**src/rtl/pad_mux_pkg.sv**
```systemverilog
// rtl/pad_mux_pkg.sv - shared constants and FSM state type for the pad mux controller
package pad_mux_pkg;

    localparam int N_SEL_DEFAULT = 4;
    localparam int SEL_W         = $clog2(N_SEL_DEFAULT);

    localparam logic [11:0] PADMUX_BASE = 12'h000;
    localparam logic [11:0] STATUS_OFF  = 12'h400;

    localparam int CFG_LSB  = 8;
    localparam int BUSY_BIT = 0;

    typedef enum logic [1:0] {
        IDLE,
        BLANK,
        COMMIT
    } state_e;

endpackage

```
**src/rtl/pad_mux_switch_fsm.sv**
```systemverilog
// rtl/pad_mux_switch_fsm.sv - guarded source switchover sequencer (oe blanking, then commit)
module pad_mux_switch_fsm
    import pad_mux_pkg::*;
#(
    parameter int N_IO         = 48,
    parameter int SW           = 2,
    parameter int IW           = 6,
    parameter int GUARD_CYCLES = 4
) (
    input  logic            clk,
    input  logic            rst_n,
    input  logic            start,
    input  logic [IW-1:0]   start_idx,
    input  logic [SW-1:0]   start_sel,
    output state_e          state,
    output logic [IW-1:0]   pend_idx,
    output logic [SW-1:0]   pend_sel,
    output logic            busy,
    output logic            commit,
    output logic [N_IO-1:0] blank
);

    localparam int CW = $clog2(GUARD_CYCLES + 1);

    state_e        state_q, state_d;
    logic [CW-1:0] cnt_q, cnt_d;

    always_ff @(posedge clk or negedge rst_n) begin
        if (!rst_n) begin
            state_q  <= IDLE;
            cnt_q    <= '0;
            pend_idx <= '0;
            pend_sel <= '0;
        end else begin
            state_q <= state_d;
            cnt_q   <= cnt_d;
            if (start && state_q == IDLE) begin
                pend_idx <= start_idx;
                pend_sel <= start_sel;
            end
        end
    end

    always_comb begin
        state_d = state_q;
        cnt_d   = cnt_q;
        commit  = 1'b0;
        busy    = (state_q != IDLE);
        case (state_q)
            IDLE: begin
                if (start) begin
                    state_d = BLANK;
                    cnt_d   = CW'(GUARD_CYCLES - 1);
                end
            end
            BLANK: begin
                if (cnt_q == '0) begin
                    state_d = COMMIT;
                end else begin
                    cnt_d = cnt_q - 1'b1;
                end
            end
            COMMIT: begin
                commit  = 1'b1;
                state_d = IDLE;
            end
            default: state_d = IDLE;
        endcase
    end

    assign state = state_q;

    // Only the pad under switchover loses its output enable.
    for (genvar i = 0; i < N_IO; i++) begin : g_blank
        assign blank[i] = (state_q == BLANK) && (pend_idx == IW'(i));
    end

endmodule

```
**src/rtl/pad_mux_ctrl.sv**
```systemverilog
// rtl/pad_mux_ctrl.sv - APB register file, pad source muxing and pad config for the pad frame
module pad_mux_ctrl
    import pad_mux_pkg::*;
#(
    parameter int N_IO         = 48,
    parameter int NBIT_PADCFG  = 6,
    parameter int N_SEL        = N_SEL_DEFAULT,
    parameter int GUARD_CYCLES = 4
) (
    input  logic                        clk_i,
    input  logic                        rst_ni,
    input  logic                        apb_psel_i,
    input  logic                        apb_penable_i,
    input  logic                        apb_pwrite_i,
    input  logic [11:0]                 apb_paddr_i,
    input  logic [31:0]                 apb_pwdata_i,
    output logic [31:0]                 apb_prdata_o,
    output logic                        apb_pready_o,
    output logic                        apb_pslverr_o,
    input  logic [N_IO*N_SEL-1:0]       src_out_i,
    input  logic [N_IO*N_SEL-1:0]       src_oe_i,
    output logic [N_IO-1:0]             io_out_o,
    output logic [N_IO-1:0]             io_oe_o,
    output logic [N_IO*NBIT_PADCFG-1:0] pad_cfg_o,
    output logic                        busy_o
);

    localparam int SW = $clog2(N_SEL);
    localparam int IW = $clog2(N_IO);

    logic [SW-1:0]          sel_q [N_IO];
    logic [NBIT_PADCFG-1:0] cfg_q [N_IO];

    state_e          state;
    logic            busy, commit;
    logic [IW-1:0]   pend_idx;
    logic [SW-1:0]   pend_sel;
    logic [N_IO-1:0] blank;

    logic          access, idle, is_pad, is_status, sel_bad, wr_ok, start, err;
    logic [11:0]   rel_addr;
    logic [IW-1:0] pad_idx;
    logic [SW-1:0] new_sel;
    logic [31:0]   rdata;

    assign access    = apb_psel_i & apb_penable_i;
    assign idle      = (state == IDLE);
    assign rel_addr  = apb_paddr_i - PADMUX_BASE;
    assign is_pad    = (rel_addr[1:0] == 2'b00) && (rel_addr[11:2] < 10'(N_IO));
    assign is_status = (apb_paddr_i == STATUS_OFF);
    assign pad_idx   = rel_addr[2 +: IW];
    assign new_sel   = apb_pwdata_i[SW-1:0];
    // The whole byte below the cfg field is checked so out-of-range selects are rejected.
    assign sel_bad   = apb_pwdata_i[CFG_LSB-1:0] >= CFG_LSB'(N_SEL);

    assign err   = access & idle & (apb_pwrite_i ? (~is_pad | sel_bad) : ~(is_pad | is_status));
    assign wr_ok = access & idle & apb_pwrite_i & is_pad & ~sel_bad;
    assign start = wr_ok & (new_sel != sel_q[pad_idx]);

    // A reselecting write is held off until the commit cycle.
    assign apb_pready_o  = idle ? ~start : commit;
    assign apb_pslverr_o = err;
    assign busy_o        = busy;

    always_comb begin
        rdata = '0;
        if (is_status) begin
            rdata[BUSY_BIT] = busy;
            rdata[13:8]     = 6'(pend_idx);
        end else if (is_pad) begin
            rdata[SW-1:0]                   = sel_q[pad_idx];
            rdata[CFG_LSB +: NBIT_PADCFG]   = cfg_q[pad_idx];
        end
    end

    always_ff @(posedge clk_i or negedge rst_ni) begin
        if (!rst_ni) begin
            apb_prdata_o <= '0;
        end else if (access && !apb_pwrite_i) begin
            apb_prdata_o <= rdata;
        end
    end

    always_ff @(posedge clk_i or negedge rst_ni) begin
        if (!rst_ni) begin
            for (int i = 0; i < N_IO; i++) begin
                sel_q[i] <= '0;
                cfg_q[i] <= '0;
            end
        end else begin
            if (wr_ok) begin
                cfg_q[pad_idx] <= apb_pwdata_i[CFG_LSB +: NBIT_PADCFG];
            end
            if (commit) begin
                sel_q[pend_idx] <= pend_sel;
            end
        end
    end

    pad_mux_switch_fsm #(
        .N_IO         (N_IO),
        .SW           (SW),
        .IW           (IW),
        .GUARD_CYCLES (GUARD_CYCLES)
    ) u_switch_fsm (
        .clk       (clk_i),
        .rst_n     (rst_ni),
        .start     (start),
        .start_idx (pad_idx),
        .start_sel (new_sel),
        .state     (state),
        .pend_idx  (pend_idx),
        .pend_sel  (pend_sel),
        .busy      (busy),
        .commit    (commit),
        .blank     (blank)
    );

    for (genvar i = 0; i < N_IO; i++) begin : g_pad
        logic [N_SEL-1:0] outs, oes;
        assign outs        = src_out_i[i*N_SEL +: N_SEL];
        assign oes         = src_oe_i[i*N_SEL +: N_SEL];
        assign io_out_o[i] = outs[sel_q[i]];
        assign io_oe_o[i]  = oes[sel_q[i]] & ~blank[i];
        assign pad_cfg_o[i*NBIT_PADCFG +: NBIT_PADCFG] = cfg_q[i];
    end

    logic unused_pwdata;
    assign unused_pwdata = ^apb_pwdata_i[31:CFG_LSB+NBIT_PADCFG];

endmodule
```
**config.mk**
```make
export PLATFORM = sky130hd
export DESIGN_NAME = pad_mux_ctrl
export DESIGN_NICKNAME = d
export VERILOG_FILES = /design/src/rtl/pad_mux_pkg.sv /design/src/rtl/pad_mux_switch_fsm.sv /design/src/rtl/pad_mux_ctrl.sv
export SDC_FILE = /design/constraint.sdc
export NUM_CORES = 1
export LEC_CHECK = 0
export BUFFER_PORTS_ARGS = -buffer_cell sky130_fd_sc_hd__buf_2
export CAP_MARGIN = 10
export CORE_AREA = 3 3 330 332
export CTS_CLUSTER_SIZE = 20
export DETAILED_ROUTE_END_ITERATION = 16
export DIE_AREA = 0 0 333 335
export GPL_ROUTABILITY_DRIVEN = 0
export SYNTH_ARGS = -nofsm -noshare
export SYNTH_HDL_FRONTEND = slang
export SYNTH_SLANG_ARGS = --single-unit
```
**constraint.sdc**
```tcl
create_clock -name clk_i -period 4.5 [get_ports clk_i]
set_clock_uncertainty 0.2 [all_clocks]
set_input_delay 0.9 -clock clk_i [delete_from_list [all_inputs] [get_ports clk_i]]
set_output_delay 0.9 -clock clk_i [all_outputs]
set_load 0.05 [all_outputs]
```
; ---- Word-level counts from Yosys, hierarchy flattened
; Cells that the tools add are included.
; W data, S select, Z words.
[word_totals]
ff_bits = 405
out_inout_bits = 419
[op_classes]
n_addsub = 1
n_lt_le_gt_ge = 54
eq_ne = 54
mux = 218
bitwise = 111
n_reduce_logical = 62
[op_table]
columns = operator, count
row1 = $bwmux W288, 1
row2 = $bmux W1 S2, 96
row3 = $lt A2 B3 Y1 const B, 48
row4 = $mux W1, 101
row5 = $bwmux W96, 1
row6 = $eq A6 B5 Y1 const B, 16
row7 = $eq A6 B6 Y1 const B, 16
row8 = $and A1 B1 Y1, 55
row9 = $logic_and A1 B1 Y1, 53
row10 = $not A1 Y1, 52
row11 = $eq A6 B4 Y1 const B, 8
row12 = $bmux W6 S6, 1
row13 = $demux W6 S6, 1
row14 = $mux W6, 5
row15 = $eq A6 B3 Y1 const B, 4
row16 = $ge A7 B7 Y1 const B, 2
row17 = $lt A7 B1 Y1 const B, 2
row18 = $not A6 Y7, 2
row19 = $bmux W2 S6, 1
row20 = $demux W2 S6, 1
row21 = $eq A12 B11 Y1 const B, 1
row22 = $eq A6 B2 Y1 const B, 2
row23 = $mux W2, 6
row24 = $lt A10 B6 Y1 const B, 1
row25 = 19 further kinds, 24

; ---- Logic depth before layout (Yosys ltp)
; Gate-level depths: netlist of the first run.
[logic_depth]
word_depth = 8
depth_mapped = 14

; ---- Cells and area by module
; Synthesis of the first run repeated with hierarchy kept, for this count alone.
[unflattened]
cells_unflattened = 1667
area_unflattened_um2 = 22145.0
[by_module_without_submodules]
columns = mod, instances, cells_each, area_per_inst_um2, seq_area_each_um2
row1 = pad_mux_ctrl, 1, 1539, 21170.3, 9809.4
row2 = pad_mux_switch_fsm, 1, 128, 974.7, 325.3

; ---- Worst setup path before layout of the first run
; Ideal clock, no wire load.
[synth_timing]
path_kind = input -> output
from = input apb_paddr_i[2]
to = output apb_pready_o
t_arrival_ps = 3578
slack_ps = -178
cell_stages = 10
path_buffers = 3
path_cell_list = buf_4 -> buf_4 -> mux2_1 -> a221o_1 -> a222oi_1 -> o22ai_1 -> o21ai_0 -> o2111ai_4 -> buf_8 -> nor2_1
[synth_via]
elab_chain_cells = 8
elab_cells_between_ends = 12
cone_classes = 1 x order compare / 1 x eq/ne / 4 x mux / 5 x bitwise / 1 x reduce/logical
[synth_lines]
columns = element, line_no
row1 = start: declaration, pad_mux_ctrl.sv:15  ; input logic [11:0] apb_paddr_i,
row2 = $not A6 Y7 (not written as such), pad_mux_ctrl.sv:58  ; assign start = wr_ok & (new_sel != sel_q[pad_idx]);
row3 = $bmux W2 S6, pad_mux_ctrl.sv:58
row4 = $mux W2 (not written as such) (2 in a row), pad_mux_ctrl.sv:58
row5 = $ne A2 B2 Y1, pad_mux_ctrl.sv:58
row6 = $and A1 B1 Y1 *, pad_mux_ctrl.sv:58
row7 = $not A1 Y1 *, pad_mux_ctrl.sv:61  ; assign apb_pready_o = idle ? ~start : commit;
row8 = $mux W1 *, pad_mux_ctrl.sv:61
row9 = end: declaration, pad_mux_ctrl.sv:18  ; output logic apb_pready_o,
; Mark *: on every way between the ends. The rest lies on a longest branch, timed or not. The select of a mux whose other input is x is not followed.

; ---- Worst setup path in the final report of the first run
[layout_timing]
from = input apb_paddr_i[9]
to = output apb_pready_o
[layout_via]
elab_chain_cells = 7
[layout_lines]
columns = element, line_no
row1 = $lt A10 B6 Y1, pad_mux_ctrl.sv:49  ; assign is_pad = (rel_addr[1:0] == 2'b00) && (rel_addr[11:2] < 10'(N_IO));
row2 = $logic_and A1 B1 Y1, pad_mux_ctrl.sv:49
row3 = $and A1 B1 Y1 (2 in a row), pad_mux_ctrl.sv:57  ; assign wr_ok = access & idle & apb_pwrite_i & is_pad & ~sel_bad;
row4 = $and A1 B1 Y1, pad_mux_ctrl.sv:58
row5 = $not A1 Y1, pad_mux_ctrl.sv:61
row6 = $mux W1, pad_mux_ctrl.sv:61
; Every way passes these cells.

==> out/qor.txt, run 1 <==
Main synth FF type - dfrtp_1
placed cell area - 0.0280 sq mm
uppermost routed layer - met5
Die Area - 0.112 sq mm
dpl hpwl - 105,000 um
Req. time, crit path - 3.40 ns
Site Rows - 120
post-synthesis sequential area ratio - 0.463
met1 WL - 47,700 um
Worst-Skew Late Latency - 0.62 ns
most common cell after layout, fill and taps aside - buf_2
Worst setup EP type - primary output
I/O Pins - 852
Max-slew headroom - 0.197
WS Path Type - input pin to primary output
Mapped Cells - 1,666
worst hold path type - input pin to async pin
Post-synth EDFFs - 0
Worst-path clk slew - 0.06 ns
RSZ-0062 raised after global routing - no
clock buffers created by TritonCTS - 47
via-per-instance ratio - 4.88
fin. max-slew vios - 0
fraction of layout cells with a size suffix above 1 - 0.600
Hold WS - 0.156 ns
CTS tree - built
DR WL met2 - 65,400 um
Antenna Nets Post-Route - 0
Avg WL per Cell - 32.3 um
maximum VDD drop - 237 uV
fraction of registers with async set/reset - 1.00
Cells after DPL - 3,861
final wirelength - 128,000 um
largest net degree at the start of global routing - 98
Final Non-Filler Cells - 3,968
Cell variety after synth - 68
synthesis-to-finish area growth - 35.9%
Setup Fix Bufs, Post-CTS - 0
count of state elements after synthesis - 405
Finish-stage setup viols - 0
startpoint type of the worst setup path - input pin
vias in the first global route - 19,614
final total power - 8.58 mW
fmax - 0.227 GHz
Core ar. - 0.107 sq mm
routed vias - 19,378
clock sinks - 405
crit path DAT - 3.31 ns
antenna violations before repair - 29
GRT Overall Usage - 0.221
clk root buf - clkbuf_16
DRC - 0
pwr/cell area - 289 mW/mm^2
Final min period - 4.41 ns
Final Hold Violating Endpoints - 0
Starting Density - 0.205
syn_area_per_cell - 13.1 sq um
status - completed
Mapped Area - 0.0219 sq mm
global route overflow - 0
Final WS setup - 0.0918 ns
chip width - 333 um
worst slew pin tran - 1.20 ns
LEAKAGE - 14.8 nW
First DRT Iteration DRCs - 1,574
die height - 335 um
htree depth - 2
Place WS - -0.128 ns
Yosys warning total - 0
first-pass GRT wire length - 171,000 um
setup total negative slack - 0 ns
final instance area - 0.0297 sq mm
DR pass1 iterations - 5
Post-Route Utilization - 0.279
Longest Clk Path Bufs - 3
most frequent cells in the layout - 804 x buf_2, 403 x dfrtp_1, 394 x mux2_2
# nets final - 2,943
Tcrit/Tclk final - 0.980
input/output buffers - 809
CP Max Fanout - 8
total of max-cap violations - 0
met3 routed WL - 11,500 um
-- layer usage --
metal,vias up,track usage
li1,8071,-
met1,10202,0.255
met2,940,0.394
met3,153,0.0688
met4,12,0.0597
met5,-,0
-- power by group --
group,internal (mW),switching [mW],leakage [nW]
sequential,3.65,0.00574,5.64
clock,2.26,1.66,0.766
combinational,0.323,0.674,8.44
total,6.24,2.34,14.8
-- kinds of logic (layout without fill, tap and decap cells) --
family          count (synthesis)  in the layout  synth area share
mux                           561            561             0.349
other cells                     1             46          0.000171
flops                         405            405             0.463
compound gates                234            234            0.0811
fa+ha+maj                       2              2           0.00114
buf+inv                       145            999            0.0316
simple gates                  318            318            0.0732
-- worst paths after layout --
kind                                              startpoint                                   end  slack [ns]  cells past startpoint
worst max-delay path                          apb_paddr_i[9]                          apb_pready_o        0.09                     10
worst min-delay path                                  rst_ni             pad_cfg_o[20]$_DFFE_PN0P_        0.16                      1
worst max register to register         sel_q[12]$_DFFE_PN0P_  u_switch_fsm.pend_idx[0]$_DFFE_PN0P_        1.10                      8
worst min register to register  apb_prdata_o[11]$_DFFE_PN0P_          apb_prdata_o[11]$_DFFE_PN0P_        0.30                      2
max in group asynchronous                             rst_ni                 sel_q[85]$_DFFE_PN0P_        2.93                      2
min in group clk_i              apb_prdata_o[11]$_DFFE_PN0P_          apb_prdata_o[11]$_DFFE_PN0P_        0.30                      2
-- what timing repair did --
item | CTS | global route
gates cloned | 0 | 1
hold buffers | 0 | 0
pin swaps | 0 | 3
setup endpoints to repair | 1 | 1
gates resized for setup | 3 | 9
-- sequential cells by signal (all words and copies together) (netlist names) --
register / flops
pad_cfg_o: 288
sel_q: 96
apb_prdata_o: 8
u_switch_fsm.pend_idx: 6
u_switch_fsm.cnt_q: 3
u_switch_fsm.pend_sel: 2
u_switch_fsm.state: 2
-- Yosys cell counts (all sizes together), types with 7 or more instances --
library cell / n / area, sq um
dfrtp: 405 / 10100
mux2: 405 / 4580
nand2: 127 / 477
mux4: 120 / 2700
clkbuf: 81 / 304
nor2: 60 / 225
buf: 55 / 354
a22oi: 49 / 368
mux2i: 36 / 360
a21boi: 35 / 263
nand3: 19 / 95.1
a21oi: 18 / 90.1
o21ai: 18 / 90.1
nand2b: 17 / 106
o21a: 17 / 128
a22o: 14 / 123
nor2b: 13 / 81.3
nor3: 13 / 70.1
o211ai: 13 / 97.6
and4b: 12 / 120
a31oi: 11 / 68.8
a221oi: 10 / 87.6
a221o: 8 / 80.1
inv: 8 / 30.0
and2: 7 / 43.8
-- area by class of cell --
class / count / area (sq um)
antenna: 22 / 55.1
clock buffer: 67 / 1380
clock inverter: 17 / 193
fill: 11252 / 76900
inverter: 9 / 36.3
multi-input combinational: 1139 / 11200
sequential: 405 / 10100
tap: 1403 / 1760
timing repair buffer: 906 / 4970
-- critical path, cell delays in order --
cell       delay [ns]
buf_2            0.10
or4_4            0.58
a2111o_1         0.32
or3_4            0.44
buf_4            0.24
inv_1            0.10
nand2_1          0.09
o2111ai_4        0.28
nor2_2           0.10
buf_12           0.16
Power figures use the tool's default switching activity.
==> inputs of run 2 (changes only) <==
- REMOVE_ABC_BUFFERS: unset -> 1
==> out/qor.txt, run 2 (synthesis gave the netlist of run 1 again) <==
status - completed (unchanged)
Avg WL per Cell - 31.7 um (was 32.3 um)
critical path's top delay family - compound AO/OA/AOI/OAI gates (was simple AND/OR/NAND/NOR gates)
Site Rows - 120 (unchanged)
worst slew pin tran - 1.16 ns (was 1.20 ns)
vias in the first global route - 19,696 (was 19,614)
reg2reg end - u_switch_fsm.pend_idx[1]$_DFFE_PN0P_ (was u_switch_fsm.pend_idx[0]$_DFFE_PN0P_)
Final Hold Violating Endpoints - 0 (unchanged)
Crit path top cell by count - buf_12
clock sinks - 405 (unchanged)
Worst setup EP type - primary output (unchanged)
crit path DAT - 3.31 ns (about the same)
DRC - 0 (unchanged)
Hold WS - 0.130 ns (was 0.156 ns)
via-per-instance ratio - 4.87 (was 4.88)
input/output buffers - 809 (unchanged)
Finish-stage setup viols - 0 (unchanged)
final wirelength - 125,000 um (was 128,000 um)
startpoint type of the worst setup path - input pin (unchanged)
Core ar. - 0.107 sq mm (unchanged)
Final WS setup - 0.0943 ns (was 0.0918 ns)
Die Area - 0.112 sq mm (unchanged)
fmax - 0.227 GHz (about the same)
chip width - 333 um (unchanged)
Final min period - 4.41 ns (about the same)
Worst-path clk slew - 0.06 ns (about the same)
critical path cell sequence - buf_12 -> buf_6 -> mux2_2 -> a221o_1 -> a222oi_1 -> o22ai_1 -> or2_2 -> o2111ai_4 -> nor2_2 -> buf_12 (was buf_2 -> or4_4 -> a2111o_1 -> or3_4 -> buf_4 -> inv_1 -> nand2_1 -> o2111ai_4 -> nor2_2 -> buf_12)
CTS tree - built (unchanged)
most frequent cells in the layout - 804 x buf_2, 400 x dfrtp_1, 394 x mux2_2 (was 804 x buf_2, 403 x dfrtp_1, 394 x mux2_2)
# nets final - 2,935 (was 2,943)
Reg2Reg Depth - 8 (unchanged)
placed cell area - 0.0279 sq mm (was 0.0280 sq mm)
global route overflow - 0 (unchanged)
Post-Route Utilization - 0.278 (was 0.279)
RR Startpoint - sel_q[44]$_DFFE_PN0P_ (was sel_q[12]$_DFFE_PN0P_)
pwr/cell area - 298 mW/mm^2 (was 289 mW/mm^2)
crit-path max cell delay - 0.40 ns (was 0.58 ns)
GRT Overall Usage - 0.215 (was 0.221)
cts hold-fix bufs - 0 (unchanged)
clk root buf - clkbuf_16 (unchanged)
CP Max Fanout - 17 (was 8)
Longest Clk Path Bufs - 3 (unchanged)
LEAKAGE - 14.8 nW (about the same)
htree depth - 2 (unchanged)
synthesis-to-finish area growth - 35.7% (was 35.9%)
Buf/Inv on CP - 3 (was 4)
final instance area - 0.0297 sq mm (about the same)
DR pass1 iterations - 5 (unchanged)
final total power - 8.86 mW (was 8.58 mW)
First DRT Iteration DRCs - 1,323 (was 1,574)
Max-slew headroom - 0.227 (was 0.197)
total of max-cap violations - 0 (unchanged)
RSZ-0062 raised after global routing - no (unchanged)
Tcrit/Tclk final - 0.979 (was 0.980)
antenna violations before repair - 11 (was 29)
Antenna Nets Post-Route - 0 (unchanged)
slowest CP cell - a222oi_1 (was or4_4)
Place WS - -0.0178 ns (was -0.128 ns)
dpl hpwl - 102,000 um (was 105,000 um)
most common cell after layout, fill and taps aside - buf_2 (unchanged)
largest net degree at the start of global routing - 94 (was 98)
maximum VDD drop - 275 uV (was 237 uV)
routed vias - 19,224 (was 19,378)
max reg flops - 288 (unchanged)
WS Path Type - input pin to primary output (unchanged)
fraction of layout cells with a size suffix above 1 - 0.599 (was 0.600)
Req. time, crit path - 3.40 ns (about the same)
clock buffers created by TritonCTS - 49 (was 47)
die height - 335 um (unchanged)
Starting Density - 0.205 (unchanged)
worst hold path type - input pin to async pin (unchanged)
I/O Pins - 852 (unchanged)
R2R setup slack - 1.13 ns (was 1.10 ns)
Worst-Skew Late Latency - 0.61 ns (was 0.62 ns)
Setup Fix Bufs, Post-CTS - 0 (unchanged)
fin. max-slew vios - 0 (unchanged)
first-pass GRT wire length - 168,000 um (was 171,000 um)
-- run 2: area by class of cell --
class	instances	area (sq um)
timing repair buffer	896	4850
inverter	9	33.8
sequential	405	10100
clock inverter	24	318
fill	11223	76900
antenna	7	17.5
multi-input combinational	1139	11200
clock buffer	67	1390
tap	1403	1760
-- run 2: worst max-delay path by stage --
| stage | start | to | slack (ns) | depth (start not counted) |
|---|---|---|---|---|
| 3_3_place_gp | apb_paddr_i[2] | apb_pready_o | -0.01 | 10 |
| 6_report | apb_paddr_i[2] | apb_pready_o | 0.09 | 10 |
| 2_1_floorplan | apb_paddr_i[3] | apb_pready_o | -0.82 | 7 |
| 5_1_grt | sel_q[10]$_DFFE_PN0P_ | apb_pready_o | 0.006 | 8 |
| 4_1_cts | sel_q[44]$_DFFE_PN0P_ | apb_pready_o | 0.03 | 8 |
| 3_5_place_dp | apb_paddr_i[2] | apb_pready_o | -0.02 | 10 |
-- run 2: routing by layer --
metal	up-vias	global-route usage	part of all wire
met5	-	0	0.00010
met3	111	0.0498	0.073
met2	898	0.386	0.51
met4	2	0.0372	0.016
li1	8035	-	-
met1	10178	0.266	0.40
-- run 2: repair_timing --
action,in CTS,in global routing
pin swaps,1,2
resized for setup,3,7
endpoints found under the setup margin,1,1
-- run 2: worst register-to-register path: stages, from the launching register on --
cell and delay (ns):
dfrtp_2 0.50, mux2_1 0.36, a221o_1 0.35, a222oi_1 0.42, o22ai_1 0.21, or2_2 0.35, o2111ai_4 0.23, buf_4 0.28
mux2_1 0.35
-- run 2: power by group --
group	internal (mW)	switching [mW]	total, mW
clock network	2.48	1.72	4.20
logic	0.317	0.684	1.00
registers	3.65	0.00586	3.66
-- run 2: per-stage QoR --
stage,TNS (ns),std cells
after floorplan,-0.824,1553
after global placement,-0.0140,3852
after detailed placement,-0.0178,3852
after CTS,0,3943
after global routing,0,3947
final,0,3950
